$ cat src/rtl/acc_bank.sv
// acc_bank: bank of NUM_ACC accumulators of WIDTH bits with a DEPTH-entry save stack.
//
// Ports:
//   clk, rst_n     clock, asynchronous active-low reset
//   clr            synchronous clear (highest priority)
//   load_acc       write alu_out into acc[acc_sel]
//   push           push acc[acc_sel] onto the save stack
//   pop            pop stack top into acc[acc_sel]
//   acc_sel        accumulator index for read/load/push/pop
//   alu_out        ALU result
//   acc_out        combinational read of acc[acc_sel] (0 when out of range)
//   zero, neg      flags derived from acc_out
//   stk_level      number of valid stack entries
//   stk_empty      stk_level == 0
//   stk_full       stk_level == DEPTH
//   err            sticky error: illegal command mix, bad index, overflow, underflow
module acc_bank #(
    parameter int unsigned WIDTH   = 8,
    parameter int unsigned NUM_ACC = 4,
    parameter int unsigned DEPTH   = 4,
    localparam int unsigned SW     = (NUM_ACC > 1) ? $clog2(NUM_ACC) : 1,
    localparam int unsigned LW     = $clog2(DEPTH + 1)
) (
    input  logic             clk,
    input  logic             rst_n,
    input  logic             clr,
    input  logic             load_acc,
    input  logic             push,
    input  logic             pop,
    input  logic [SW-1:0]    acc_sel,
    input  logic [WIDTH-1:0] alu_out,
    output logic [WIDTH-1:0] acc_out,
    output logic             zero,
    output logic             neg,
    output logic [LW-1:0]    stk_level,
    output logic             stk_empty,
    output logic             stk_full,
    output logic             err
);

    logic [WIDTH-1:0] acc_q [NUM_ACC];
    logic [WIDTH-1:0] acc_d [NUM_ACC];
    logic [WIDTH-1:0] stk_q [DEPTH];
    logic [WIDTH-1:0] stk_d [DEPTH];
    logic [LW-1:0]    sp_q, sp_d;
    logic             err_q, err_d;

    logic [31:0]      sel_ext, sp_ext;
    logic             sel_ok, is_full, is_empty, any_cmd, multi_cmd;
    logic [WIDTH-1:0] acc_rd, stk_top;

    // Widen indices to 32 bits so range checks work for any parameter set.
    assign sel_ext   = 32'(acc_sel);
    assign sp_ext    = 32'(sp_q);
    assign sel_ok    = sel_ext < NUM_ACC;
    assign is_full   = sp_ext == DEPTH;
    assign is_empty  = sp_q == '0;
    assign any_cmd   = load_acc | push | pop;
    assign multi_cmd = (load_acc & push) | (load_acc & pop) | (push & pop);

    // Read muxes; an out-of-range select reads as zero.
    always_comb begin
        acc_rd = '0;
        for (int unsigned i = 0; i < NUM_ACC; i++) begin
            if (sel_ext == i) acc_rd = acc_q[i];
        end
    end

    always_comb begin
        stk_top = '0;
        for (int unsigned j = 0; j < DEPTH; j++) begin
            if (sp_ext == j + 1) stk_top = stk_q[j];
        end
    end

    always_comb begin
        acc_d = acc_q;
        stk_d = stk_q;
        sp_d  = sp_q;
        err_d = err_q;
        if (clr) begin
            for (int unsigned i = 0; i < NUM_ACC; i++) acc_d[i] = '0;
            for (int unsigned j = 0; j < DEPTH; j++) stk_d[j] = '0;
            sp_d  = '0;
            err_d = 1'b0;
        end else if (multi_cmd) begin
            err_d = 1'b1;
        end else if (any_cmd && !sel_ok) begin
            err_d = 1'b1;
        end else if (load_acc) begin
            for (int unsigned i = 0; i < NUM_ACC; i++) begin
                if (sel_ext == i) acc_d[i] = alu_out;
            end
        end else if (push) begin
            if (is_full) begin
                err_d = 1'b1;
            end else begin
                for (int unsigned j = 0; j < DEPTH; j++) begin
                    if (sp_ext == j) stk_d[j] = acc_rd;
                end
                sp_d = sp_q + LW'(1);
            end
        end else if (pop) begin
            if (is_empty) begin
                err_d = 1'b1;
            end else begin
                // Popped entry is left stale in stk_q.
                for (int unsigned i = 0; i < NUM_ACC; i++) begin
                    if (sel_ext == i) acc_d[i] = stk_top;
                end
                sp_d = sp_q - LW'(1);
            end
        end
    end

    always_ff @(posedge clk or negedge rst_n) begin
        if (!rst_n) begin
            for (int unsigned i = 0; i < NUM_ACC; i++) acc_q[i] <= '0;
            for (int unsigned j = 0; j < DEPTH; j++) stk_q[j] <= '0;
            sp_q  <= '0;
            err_q <= 1'b0;
        end else begin
            acc_q <= acc_d;
            stk_q <= stk_d;
            sp_q  <= sp_d;
            err_q <= err_d;
        end
    end

    assign acc_out   = acc_rd;
    assign zero      = (acc_rd == '0);
    assign neg       = acc_rd[WIDTH-1];
    assign stk_level = sp_q;
    assign stk_empty = is_empty;
    assign stk_full  = is_full;
    assign err       = err_q;

endmodule

$ cat config.mk
export PLATFORM = sky130hd
export DESIGN_NAME = acc_bank
export DESIGN_NICKNAME = d
export VERILOG_FILES = /design/src/rtl/acc_bank.sv
export SDC_FILE = /design/constraint.sdc
export NUM_CORES = 1
export LEC_CHECK = 0
export ABC_AREA = 1
export CAP_MARGIN = 0
export CELL_PAD_IN_SITES_DETAIL_PLACEMENT = 0
export CELL_PAD_IN_SITES_GLOBAL_PLACEMENT = 1
export CORE_ASPECT_RATIO = 1.2
export CORE_MARGIN = 4
export CORE_UTILIZATION = 35
export CTS_BUF_LIST = sky130_fd_sc_hd__clkbuf_4 sky130_fd_sc_hd__clkbuf_8
export DETAILED_ROUTE_END_ITERATION = 8
export PLACE_DENSITY = 0.74
export REMOVE_ABC_BUFFERS = 1
export SYNTH_ARGS = -nofsm -noshare
export SYNTH_HDL_FRONTEND = slang
export SYNTH_SLANG_ARGS = --single-unit
export TNS_END_PERCENT = 100
$ cat constraint.sdc
create_clock -name clk -period 1.45 [get_ports clk]
set_input_delay 0.3625 -clock clk [delete_from_list [all_inputs] [get_ports clk]]
set_output_delay 0.3625 -clock clk [all_outputs]
set_load 0.02 [all_outputs]
==> Yosys cells after proc, flatten, opt, wreduce, memory -nomap -nowiden <==
Cells that the tools add are included.
{ "totals": {"reg_bits": 68, "in_bits": 16, "wordCells": 115} }
{ "op_classes": {"n_addsub": 2, "magnitude_cmp": 1, "eq_ne": 17, "mux": 49, "bitwise": 7, "reduce_logical": 29} }
{ "op_table": {"columns": ["cell", "n"], "rows": [
  ["two-way mux 32 bit", 13],
  ["two-way mux 8 bit", 20],
  ["logical NOT 32 bit", 2],
  ["AND reduction 6 bit", 9],
  ["two-way mux 3 bit", 8],
  ["nonzero test 2 bit", 9],
  ["inequality test 3 bit, second input constant", 4],
  ["nonzero test 5 bit", 2],
  ["logical NOT 8 bit", 1],
  ["two-way mux 1 bit", 8],
  ["equality test 3 x 2 -> 1 bit, second input constant", 2],
  ["inequality test 2 bit, second input constant", 3],
  ["nonzero test 3 bit", 2],
  ["inequality test 5 x 2 -> 1 bit, second input constant", 1],
  ["equality test 2 bit, second input constant", 2],
  ["inequality test 4 x 1 -> 1 bit, second input constant", 1],
  ["bitwise OR 1 bit", 4],
  ["AND reduction 4 bit", 1],
  ["adder 3 x 1 -> 3 bit, second input constant", 1],
  ["AND 1 bit", 3],
  ["equality test 3 x 1 -> 1 bit, second input constant", 1],
  ["equality test 3 bit, second input constant", 1],
  ["logical NOT 3 bit", 1],
  ["less-than comparator 2 x 3 -> 1 bit, second input constant", 1],
  ["5 further kinds", 5]
]} }

==> Longest topological paths before layout <==
{ "depth": {"ltp_word": 13, "ltp_mapped": 11, "depth_no_buf": 10} }

==> Least setup slack after synthesis <==
Ideal clock, no wire load.
{ "synth_path": {"path_kind": "input to output", "startpoint": "input port acc_sel[0]", "endpoint": "output port zero", "arrival_time_ps": 1564, "t_required_ps": 1087, "slack_ps": -476, "stages": 7, "n_path_buf": 2, "path_cell_list": "buf_2 -> buf_2 -> nand3_1 -> nand4_1 -> nor2_1 -> nand2_1 -> nor2_1"} }
{ "synth_between": {"elab_chain_len": 6, "word_cells_on_any_way": 9, "cone_classes": "eq/ne: 3; mux: 4; reduce/logical: 2"} }
{ "synth_rtl": {"columns": ["item", "line_no", "text"], "rows": [
  ["start: declaration", "30", "input logic [SW-1:0] acc_sel,"],
  ["logical NOT 32 bit", "65", "if (sel_ext == i) acc_rd = acc_q[i];"],
  ["two-way mux 8 bit (3 in a row)", "65", null],
  ["two-way mux 8 bit (*)", "65", null],
  ["via neg", "34", "output logic neg,"],
  ["logical NOT 8 bit (*)", "131", "assign zero = (acc_rd == '0);"],
  ["end: declaration", "33", "output logic zero,"]
]} }
Mark *: on every way through the listed nets, which the timed path passes. The rest lies on a longest branch.

==> Worst setup path in the final report <==
{ "layout_path": {"startpoint": "register acc_q[9] (netlist bit)", "endpoint": "output port zero"} }
{ "layout_between": {"elab_chain_len": 3} }
{ "layout_rtl": {"columns": ["item", "line_no", "text"], "rows": [
  ["start: declaration", "41", "logic [WIDTH-1:0] acc_q [NUM_ACC];"],
  ["start signal: assignment", "123", "acc_q <= acc_d;"],
  ["two-way mux 8 bit (2 in a row)", "65", null],
  ["logical NOT 8 bit", "131", null]
]} }
No other way between the ends.

==> impl_metrics.tcl <==
set metrics [dict create \
    ys_types 23 \
    seqPwrFrac_pct 28.8 \
    ys_async_sr_fraction_pct 100 \
    antenna_found_initial 0 \
    p_clk_share_pct 21.0 \
    n_fill_cell 778 \
    endpoint "zero" \
    firstDrtPassIters 4 \
    clock_sinks 68 \
    cp-end-kind "output port" \
    grt_max_degree 69 \
    overflow 0 \
    fp.dieW_um 99.4 \
    wl_per_cell_um 16.4 \
    worstMarginPinSlew_ns 0.373 \
    reg2reg_to "acc_q[3]$_DFFE_PN0P_" \
    grt_pass1_vias 3576 \
    synth_flop_cell "dfrtp_1" \
    synth_area_um2 3510 \
    slew-limit-headroom_pct 75.2 \
    rsz0062_at_grt "yes" \
    worst-path-max-fanout 2 \
    cp.depth 7 \
    finalClockSkew_ns 0.0148 \
    gr-usage-all-layers_pct 19.7 \
    synth_edf_count 0 \
    clk_pin_slew_ns 0.09 \
    initial_core_util_pct 36.3 \
    cts_tree "yes" \
    diodes 0 \
    drc_errors 0 \
    violations "negative hold slack, negative setup slack" \
    met3_usage_pct 3.91 \
    intPower_mw 5.51 \
    cpPeakStageDelay_ns 0.40 \
    die_area_um2 11700 \
    finalWorstSetupSlack_ns -0.417 \
    fin_crit_ns 1.87 \
    cts_max_level 3 \
    critPathLaunchType "flip-flop" \
    vias 3532 \
    finalMaxSlewViolations 0 \
    top_usage_layer "met2" \
    cts_max_path_buffers 2 \
    rows 39 \
    worstSkewPairLatency_ns 0.36 \
    timing.rr.start "stk_level[1]$_DFFE_PN0P_" \
    viasPerCell 4.97 \
    crit_start "acc_q[9]$_DFFE_PN0P_" \
    max-cap-violations 0 \
    drt_iter0_drc 138 \
    vdd.ir_drop.worst_v 0.000688 \
    nNetsFinal 604 \
    synth_top_area_cell "dfrtp_1" \
    place_inst 652 \
    crit_family "simple AND/OR/NAND/NOR gates" \
    p_comb_share_pct 50.2 \
    ios 32 \
    hold_ws_ns -0.00135 \
    p_leak_nw 2.97 \
    critPathArrivalTime_ns 1.50 \
    crit_buf_inv 1 \
    synthCells 461 \
    portBuffers 31 \
    ys_seq_elements 68 \
    setup_viol 80 \
    switching_share_pct 38.2 \
    area_growth_pct 71.9 \
    grt_pass1_wl_um 18100 \
    met1_usage_pct 23.1 \
    yosysSeqAreaShare_pct 48.5 \
    ys_top_cells_by_count "202 x nand2_1, 68 x dfrtp_1, 38 x nand3_1, 36 x o21ai_0, 29 x nor2_1" \
    hpwl_um 7040 \
    hold_path.class "in -> async" \
    use_met2_pct 35.5 \
    avgSynthCellArea_um2 7.61 \
    fmax_mhz 536 \
    reg2reg_depth 14 \
    drt-total-wl_um 11700 \
    fin_cells 710 \
    yosysWarnings 0 \
    synth_most_common_cell "nand2_1" \
    r2r_slack_ns -0.34 \
    crit_slowest_cell "dfrtp_1" \
    cts_buffers 9 \
    switching_power_mw 3.41 \
    power_density_nw_per_um2 1480 \
    cts_root_buf "clkbuf_8" \
    post-route-period-util_pct 129 \
    worstPathCellList "or2_1 > nand3_1 > nand2_2 > nor2_1 > nand2_1 > nor2_2 > buf_6" \
    synth_top_area_share_pct 48.5 \
    cp.required_ns 1.09 \
    p_total_mw 8.92 \
    utilization_pct 62.5 \
    timing_hold_violations_final 3 \
    criticalPathCategory "reg -> out" \
    holdBufCountCts 0 \
    coreArea_um2 9660 \
    die_h_um 118 \
    gp_congestion 0.825 \
    drive_gt1_share_pct 52.1 \
    postRouteAntennaNets 0 \
    synth_area_leaders "dfrtp_1 48%, nand2_1 22%, nand3_1 5.4%" \
    status "complete, but fails checks" \
]
## placed cells by master (no fill, tap or decap), drive strengths merged, types with 2 or more instances in the layout
master,n
a21oi,4
o21ai,47
nand2,209
nor2,39
nand3,42
ha,6
dlygate4sd2,2
buf,110
dfrtp,68
nand4,7
inv,25
dlymetal6s2s,2
bufinv,2
clkdlybuf4s50,9
clkbuf,10
clkinv,2
## per-layer routing
layer	part of all wire (%)	routed length, um	vias to the layer above
met5	0	0	-
met4	2.0	233	0
met3	2.3	266	20
met2	56	6480	44
met1	40	4670	1739
li1	-	-	1729
## logic make-up after synthesis
family / count (synthesis) / synth area share, %
flops: 68 / 48.5
simple gates: 298 / 36.1
buf+inv: 36 / 5.49
fa+ha+maj: 6 / 2.14
compound gates: 53 / 7.74
## area by class of cell
type | instances | area [um^2] | share of cell area [%]
repair buffers | 123 | 1350 | 22.4
multi-input cells | 357 | 2490 | 41.3
flip-flops and latches | 68 | 1700 | 28.2
inverters | 23 | 101 | 1.68
clock inverters | 6 | 95.1 | 1.58
well taps | 123 | 154 | 2.55
clock buffers | 10 | 138 | 2.28
## power by group through the flow
stage | Combinational (mW) | Clock (mW) | Sequential [mW]
final | 4.48 | 1.87 | 2.57
after global routing | 4.79 | 2.02 | 2.61
after CTS | 3.58 | 1.89 | 2.49
after detailed placement | 2.32 | 0 | 2.50
after global placement | 2.30 | 0 | 2.50
after floorplan | 1.14 | 0 | 2.50
## per-stage QoR
step,instance area [um^2],setup TNS [ns],setup WS (ns),hold WS (ns)
after floorplan,3400,-14.32,-0.426,0.0669
after global placement,4310,-41.81,-1.20,0.411
after detailed placement,4310,-44.23,-1.20,0.414
after CTS,5330,-13.68,-0.445,0.0224
after global routing,6030,-23.87,-0.527,0.0291
final,6030,-18.03,-0.417,-0.00135
## what timing repair did
action / in CTS / in global routing
buffers inserted: 23 / 25
gates cloned: 5 / 1
pin swaps: 39 / 73
resized for setup: 247 / 153
endpoints found under the hold margin: 0 / 0
setup endpoints to repair: 83 / 82
## how the worst min path moves through the flow
stage / to / slack [ns] / cells after the start
3_5_place_dp: stk_level[2]$_DFFE_PN0P_ / 0.41 / 2
5_1_grt: stk_level[2]$_DFFE_PN0P_ / 0.03 / 2
2_1_floorplan: acc_q[0]$_DFFE_PN0P_ / 0.07 / 0
4_1_cts: stk_level[2]$_DFFE_PN0P_ / 0.02 / 2
3_3_place_gp: stk_level[2]$_DFFE_PN0P_ / 0.41 / 2
6_report: stk_level[2]$_DFFE_PN0P_ / -0.001 / 2
## sequential cells by signal, indices dropped and copies added (netlist names)
signal and count:
stk_level 3, stk_q 32, acc_q 32, err 1
(Power assumes the default switching activity.)
==> RTL edit: new RTL, same flow settings <==
The parameter `WIDTH` goes from 8 to 6.
--- a/src/rtl/acc_bank.sv
+++ b/src/rtl/acc_bank.sv
@@ -15,7 +15,7 @@
 //   stk_full       stk_level == DEPTH
 //   err            sticky error: illegal command mix, bad index, overflow, underflow
 module acc_bank #(
-    parameter int unsigned WIDTH   = 8,
+    parameter int unsigned WIDTH   = 6,
     parameter int unsigned NUM_ACC = 4,
     parameter int unsigned DEPTH   = 4,
     localparam int unsigned SW     = (NUM_ACC > 1) ? $clog2(NUM_ACC) : 1,
Ports: changed (resized acc_out and alu_out); port bits go from 32 to 28. No check against the original RTL was run, so the function may have changed too.
==> RTL edit against the unedited design <==
Power down 32%; routed wire length down 21%; combinational power down 31%; non-clock buffer count down 22; sequential cell count down 16; final cell count down 15%; area after synthesis down 18%; synthesized cell count down 11%; critical path type unchanged; the flow finishes with violations (setup timing); final area down 23%; critical path depth down 1; setup slack better by 0.12 ns; utilization down 2.9 points.
==> RTL edit: results (changes against the unedited design) <==
Outcome
  – Run status: finished, violations left
  – Violated checks: setup timing

Timing
  – Headroom to the max-slew limit: 68.1% (-7.1 points)
  – Max Clock Skew: 0.0119 ns (-0.00288 ns)
  – Setup violators final: 48 (-40%)
  – Final sum of negative setup slack: -6.85 ns (+11.18 ns)
  – Final worst slack: -0.298 ns (+0.119 ns)

Power
  – Worst-case vdd ir drop: 0.552 mV (-20%)
  – Static power due to leakage: 2.39 nW (-19%)

GRT
  – Wire length of the first global-routing pass: 14800 um (-18%)
  – Via count of the first global-routing pass: 3042 (-15%)
  – Overall Global Routing Usage: 18.9% (-0.82 points)

Clocking
  – Number of clock buffers inserted by TritonCTS: 5 (-4)
  – Clk slew on worst S/H paths: 0.11 ns (+0.02 ns)

Synthesis
  – Synth top area cells: sky130_fd_sc_hd__dfrtp_1 45%, sky130_fd_sc_hd__nand2_1 26%, sky130_fd_sc_hd__o21ai_0 5.1%
  – Share of the yosys chip area belonging to registers: 45.4% (-3.1 points)

Placed design
  – Buffers added on ports: 27 (-13%)
  – GPL Wtd Cong: 0.873 (+5.8%)
  – HPWL Detailed: 6010 um (-15%)

Worst setup path
  – Minimum setup slack among reg-to-reg paths: -0.18 ns (+0.16 ns)
  – Worst R2R Path Depth: 11 (-3)

Layout
  – Number of inserted filler cells in the final layout: 674 (-13%)
  – Final nets: 533 (-12%)
  – Share of post-route cells with drive strength above 1: 46.1% (-6.0 points)

Detailed routing
  – WL final: 9240 um (-21%)
  – Drt first-iter violations: 155 (+12%)
==> RTL edit: critical path, delay by kind of cell, from the launching register on <==
kind | cells | cell delay, ns
AO/OA/AOI/OAI | 1 | 0.15
AND/OR/NAND/NOR | 4 | 0.39
flip-flops | 1 | 0.42
buffers and inverters | 1 | 0.12
==> RTL edit: repair_timing <==
| item | CTS | global route |
|---|---|---|
| hold buffers | 0 | 0 |
| gates resized for setup | 196 | 115 |
| pin swaps | 46 | 62 |
| setup buffers | 7 | 16 |
| cloned | 5 | 2 |
| setup endpoints to repair | 65 | 63 |
==> RTL edit: where the power goes <==
group,total [mW],internal (mW),switching [mW]
registers,1.94,1.73,0.210
logic,3.09,1.44,1.64
clock network,1.07,0.522,0.550
total,6.10,3.70,2.40
==> RTL edit: worst max path at each step <==
stage,start,endpoint,depth (start not counted)
3_5_place_dp,acc_sel[1],zero,7
3_3_place_gp,acc_sel[1],zero,7
4_1_cts,acc_q[9],zero,6
6_report,acc_q[7],zero,6
5_1_grt,acc_q[11],zero,6
2_1_floorplan,stk_level[0],stk_level[2],8
==> RTL edit: cells by family after synthesis <==
| logic type | count (synthesis) | synth area share (%) |
|---|---|---|
| AOI/OAI and AO/OA | 37 | 7.12 |
| adders and majority gates | 6 | 2.62 |
| buffers and inverters | 44 | 6.16 |
| DFF | 52 | 45.4 |
| and+or+nand+nor | 269 | 38.7 |
==> RTL edit: layout make-up <==
| class | count | share of cell area (%) |
|---|---|---|
| clock buffers | 5 | 1.47 |
| clock inverters | 3 | 1.02 |
| inverters | 38 | 3.70 |
| multi-input cells | 315 | 42.3 |
| flip-flops and latches | 52 | 27.9 |
| well taps | 92 | 2.47 |
| repair buffers | 101 | 21.1 |
==> RTL edit: per-stage QoR <==
stage / util [%] / std cells / hold WS [ns] / setup slack [ns]
floorplan: - / 402 / 0.0669 / -0.256
global placement: 45.9 / 571 / 0.380 / -1.14
detailed placement: 45.9 / 571 / 0.379 / -1.20
CTS: 53.1 / 589 / 0.0325 / -0.271
global route: 59.6 / 606 / 0.0336 / -0.417
finish: 59.6 / 606 / 0.00760 / -0.298
==> RTL edit: per-layer routing <==
layer	GRT usage, %	routed length (um)	part of all wire, %	up-vias
li1	-	-	-	1483
met1	22.3	3670	40	1457
met2	35.7	5130	56	47
met3	2.53	230	2.5	20
met4	4.81	212	2.3	0
met5	0	0	0	-
